==> src/rtl/rr_decode_arbiter.sv <==
// rr_decode_arbiter: 8-way round-robin arbiter with bounded tenure.
// Presents one owner at a time to the downstream 3-to-8 decode stage.
// Each grant is followed by a one-cycle gap (break-before-make), and the
// owner loses the grant after MAX_HOLD cycles.
// MAX_HOLD must be in 1..15 and must fit in CNT_W bits.
module rr_decode_arbiter #(
   parameter int MAX_HOLD = 4,
   parameter int CNT_W    = 4
) (
   input  logic             clk,
   input  logic             rst,
   input  logic [7:0]       req,
   input  logic             done,
   output logic [7:0]       gnt,
   output logic [2:0]       gnt_idx,
   output logic             gnt_valid,
   output logic [CNT_W-1:0] tenure_cnt
);

   typedef enum logic {
      S_IDLE  = 1'b0,
      S_GRANT = 1'b1
   } state_t;

   state_t           r_state;
   logic [2:0]       r_ptr;
   logic [7:0]       r_gnt;
   logic [2:0]       r_gnt_idx;
   logic             r_gnt_valid;
   logic [CNT_W-1:0] r_tenure;

   logic [2:0]       w_win;
   logic             w_found;
   logic [2:0]       w_cand;
   logic             w_release;

   // Winner search: first set request at or after r_ptr, wrapping 7 -> 0
   always_comb begin
      w_win   = r_ptr;
      w_found = 1'b0;
      w_cand  = '0;
      for (int unsigned i = 0; i < 8; i++) begin
         w_cand = r_ptr + 3'(i);
         if (!w_found && req[w_cand]) begin
            w_found = 1'b1;
            w_win   = w_cand;
         end
      end
   end

   // Release conditions; several may fire together and count as one release
   always_comb begin
      w_release = done || !req[r_gnt_idx] || (r_tenure == CNT_W'(MAX_HOLD));
   end

   // Arbitration FSM with registered grant outputs
   always_ff @(posedge clk or posedge rst) begin
      if (rst) begin
         r_state     <= S_IDLE;
         r_ptr       <= '0;
         r_gnt       <= '0;
         r_gnt_idx   <= '0;
         r_gnt_valid <= 1'b0;
         r_tenure    <= '0;
      end else begin
         case (r_state)
            S_IDLE: begin
               if (w_found) begin
                  r_state     <= S_GRANT;
                  r_gnt_idx   <= w_win;
                  r_gnt       <= 8'b1 << w_win;
                  r_gnt_valid <= 1'b1;
                  r_tenure    <= CNT_W'(1);
               end
            end
            S_GRANT: begin
               if (w_release) begin
                  r_state     <= S_IDLE;
                  r_gnt       <= '0;
                  r_gnt_valid <= 1'b0;
                  r_tenure    <= '0;
                  r_ptr       <= r_gnt_idx + 3'd1;
               end else begin
                  r_tenure    <= r_tenure + CNT_W'(1);
               end
            end
            default: begin
               r_state     <= S_IDLE;
               r_gnt       <= '0;
               r_gnt_valid <= 1'b0;
               r_tenure    <= '0;
            end
         endcase
      end
   end

   assign gnt        = r_gnt;
   assign gnt_idx    = r_gnt_idx;
   assign gnt_valid  = r_gnt_valid;
   assign tenure_cnt = r_tenure;

   // Output invariants
   a_onehot0: assert property (@(posedge clk) disable iff (rst) $onehot0(r_gnt));
   a_idx_match: assert property (@(posedge clk) disable iff (rst)
      r_gnt_valid |-> (r_gnt == (8'b1 << r_gnt_idx)));
   a_valid_or: assert property (@(posedge clk) disable iff (rst) r_gnt_valid == (|r_gnt));
   a_tenure_max: assert property (@(posedge clk) disable iff (rst) r_tenure <= CNT_W'(MAX_HOLD));

endmodule

==> config.mk <==
export PLATFORM = sky130hd
export DESIGN_NAME = rr_decode_arbiter
export DESIGN_NICKNAME = d
export VERILOG_FILES = /design/src/rtl/rr_decode_arbiter.sv
export SDC_FILE = /design/constraint.sdc
export NUM_CORES = 1
export LEC_CHECK = 0
export BUFFER_PORTS_ARGS = -buffer_cell sky130_fd_sc_hd__clkbuf_2
export CORE_MARGIN = 10
export CORE_UTILIZATION = 52
export DETAILED_ROUTE_END_ITERATION = 10
export MAX_ROUTING_LAYER = met4
export PLACE_DENSITY_LB_ADDON = 0.3
export SLEW_MARGIN = 20
export SYNTH_ARGS = -nofsm -noshare
export SYNTH_HDL_FRONTEND = slang
export SYNTH_SLANG_ARGS = --single-unit
==> constraint.sdc <==
create_clock -name clk -period 5.35 [get_ports clk]
set_clock_uncertainty 0.05 [all_clocks]
set_input_delay 0.2675 -clock clk [delete_from_list [all_inputs] [get_ports clk]]
set_output_delay 0.2675 -clock clk [all_outputs]
set_load 0.1 [all_outputs]
==> metrics.csv <==
metric,value,unit
wl,4409,µm
ff_latch_area,500.5,µm²
cts_num_sinks,20,
worstReg2RegStart,r_ptr[0],
ant_nets,0,
hpwl,3519,µm
fin_tns_setup,0,ns
multi_input_area,1277,µm²
netlist_top_cells_count,"dfrtp_1 (20), nand2_1 (17), nor2_1 (14), inv_1 (10), o21ai_0 (10)",
wl_per_cell,17.64,µm
io_pins,27,
remaining_drc_errors,0,
port_buffers,26,
seq_area_frac_synth,0.2710,
required,5.51,ns
cts_htree_levels,1,
route.met3.wl,244,µm
relSlewSlack,0.3839,
final-instance-count-excl-fill,250,
async_flop_share,1.000,
synth-edff-count,0,
cts_root_buffer,clkbuf_4,
cts_tree,yes,
slew_violations,0,
synthCells,180,
synth_ff_type,dfrtp_1,
grtUsageTotal,0.1488,
yosys.area.top_type,dfrtp_1,
coreArea,3390,µm²
drive_gt1_frac,0.2500,
gp_congestion,0.9434,
grt_pass1_vias,1609,
die_w,79.60,µm
finalSetupViolCount,0,
synth-seq-cells,20,
first_iter_violations,108,
r2r_setup_slack,1.14,ns
initial_core_util,0.5449,
overflow,0,
max_freq,237.4,MHz
timing.rr.end,gnt[2],
cts_buffers,3,
syn_area,1847,µm²
synth_warnings,0,
crit_arrival,4.38,ns
antenna_found_initial,0,
hold_slack,-0.005879,ns
post-route-period-util,0.7875,
grt_pass1_wl,7507,µm
insertion_delay,0.31,ns
dieArea,6335,µm²
placed_area,2003,µm²
diodes,0,
critPathKind,register to register,
post_cts_resized,0,
crit_path_end_kind,register,
fin_crit,4.213,ns
cp_max_fo,13,
nets,221,
die_h,79.60,µm
firstDrtPassIters,4,
postLayoutCoreUtil,0.6017,
min_path_type,input port to async pin,
violations,negative hold slack,
clk_pin_slew_worst_paths,0.11,ns
num_vias,1583,
cts_buffer_depth,2,
synth_area_leaders,"dfrtp_1 (27%), mux4_1 (10%), mux4_2 (9.8%)",
dr_wl_met2,2269,µm
stdcell_area,2039,µm²
critPathLaunch,r_ptr[0],
hold_viol_final,13,
top_signal_layer_used,met4,
synth_nets,196,
placementRows,21,
post_cts_buffers,0,
syn_area_per_cell,10.26,µm²
r2r_cells,8,
grt_max_degree,21,
synth_top_area_frac,0.2710,
drt-vias-per-instance,6.332,
met1_length,1832,µm
tightestPinTransition,0.9163,ns
status,"finished, violations left",
placed_cells,246,
fill_cells,298,
rsz0062_at_grt,no,
hold_buffers,0,
synthDistinctLibCells,45,
worstSetupStartpointType,register,
syn2layout_area_growth,10.43,%
max_cap_viol_count,0,
yosysMostFrequentCell,dfrtp_1,
## placed cells by master (no fill, tap or decap), types with 5 or more instances in the layout
master and count:
clkbuf_2 26, dfrtp_1 20, nand2_1 17, nor2_1 14, inv_1 10, o21ai_0 10, a21oi_1 9, mux4_2 8
o31ai_1 8, mux4_1 7, mux2i_1 7, mux2_2 6, nor3_1 5, ha_1 5
## metal layers
layer,vias up,track usage
met5,-,-
li1,749,-
met2,46,0.2540
met3,7,0.03716
met4,0,0.04122
met1,781,0.1682
## cell families after synthesis
logic type                 synth area share
adders and majority gates           0.03388
buffers and inverters               0.03726
xor gates and xnor gates            0.02778
DFF                                  0.2710
muxes                                0.2717
and+or+nand+nor                      0.1518
AOI/OAI and AO/OA                    0.2066
## through the flow
step	setup slack [ns]	hold slack [ns]
CTS	1.141	0.01660
global placement	1.320	0.3402
finish	1.137	-0.005879
global route	0.8227	0.05773
detailed placement	1.155	0.3564
floorplan	1.629	0.1813
## flip-flops by register name (all words and copies together), names as in the netlist
register / cells
r_state: 1
gnt_valid: 1
tenure_cnt: 4
gnt: 8
r_ptr: 3
gnt_idx: 3
## worst max-delay path: stages (launching register included)
cell	delay [ns]
dfrtp_1	0.70
inv_1	0.23
ha_1	0.65
mux4_1	0.64
mux4_2	0.53
nand3b_1	0.26
o31ai_1	0.81
nand2_1	0.14
o31ai_1	0.11
## worst max path at each step
stage / end / slack (ns) / cells past startpoint
after floorplan: gnt[5] / 1.63 / 12
after global placement: gnt[5] / 1.32 / 9
after detailed placement: gnt[2] / 1.15 / 8
after CTS: gnt[2] / 1.14 / 8
after global routing: gnt[2] / 0.82 / 8
final: gnt[2] / 1.14 / 8
## cell type report
type,count,area share
Multi-Input combinational cell,144,0.6264
Tap cell,46,0.02822
Timing Repair Buffer,26,0.06380
Clock buffer,4,0.01779
Inverter,10,0.01840
Sequential cell,20,0.2454
Power is left out: the tool's default activity adds up to more than one toggle a clock period on the data nets, which glitch-free logic cannot reach.
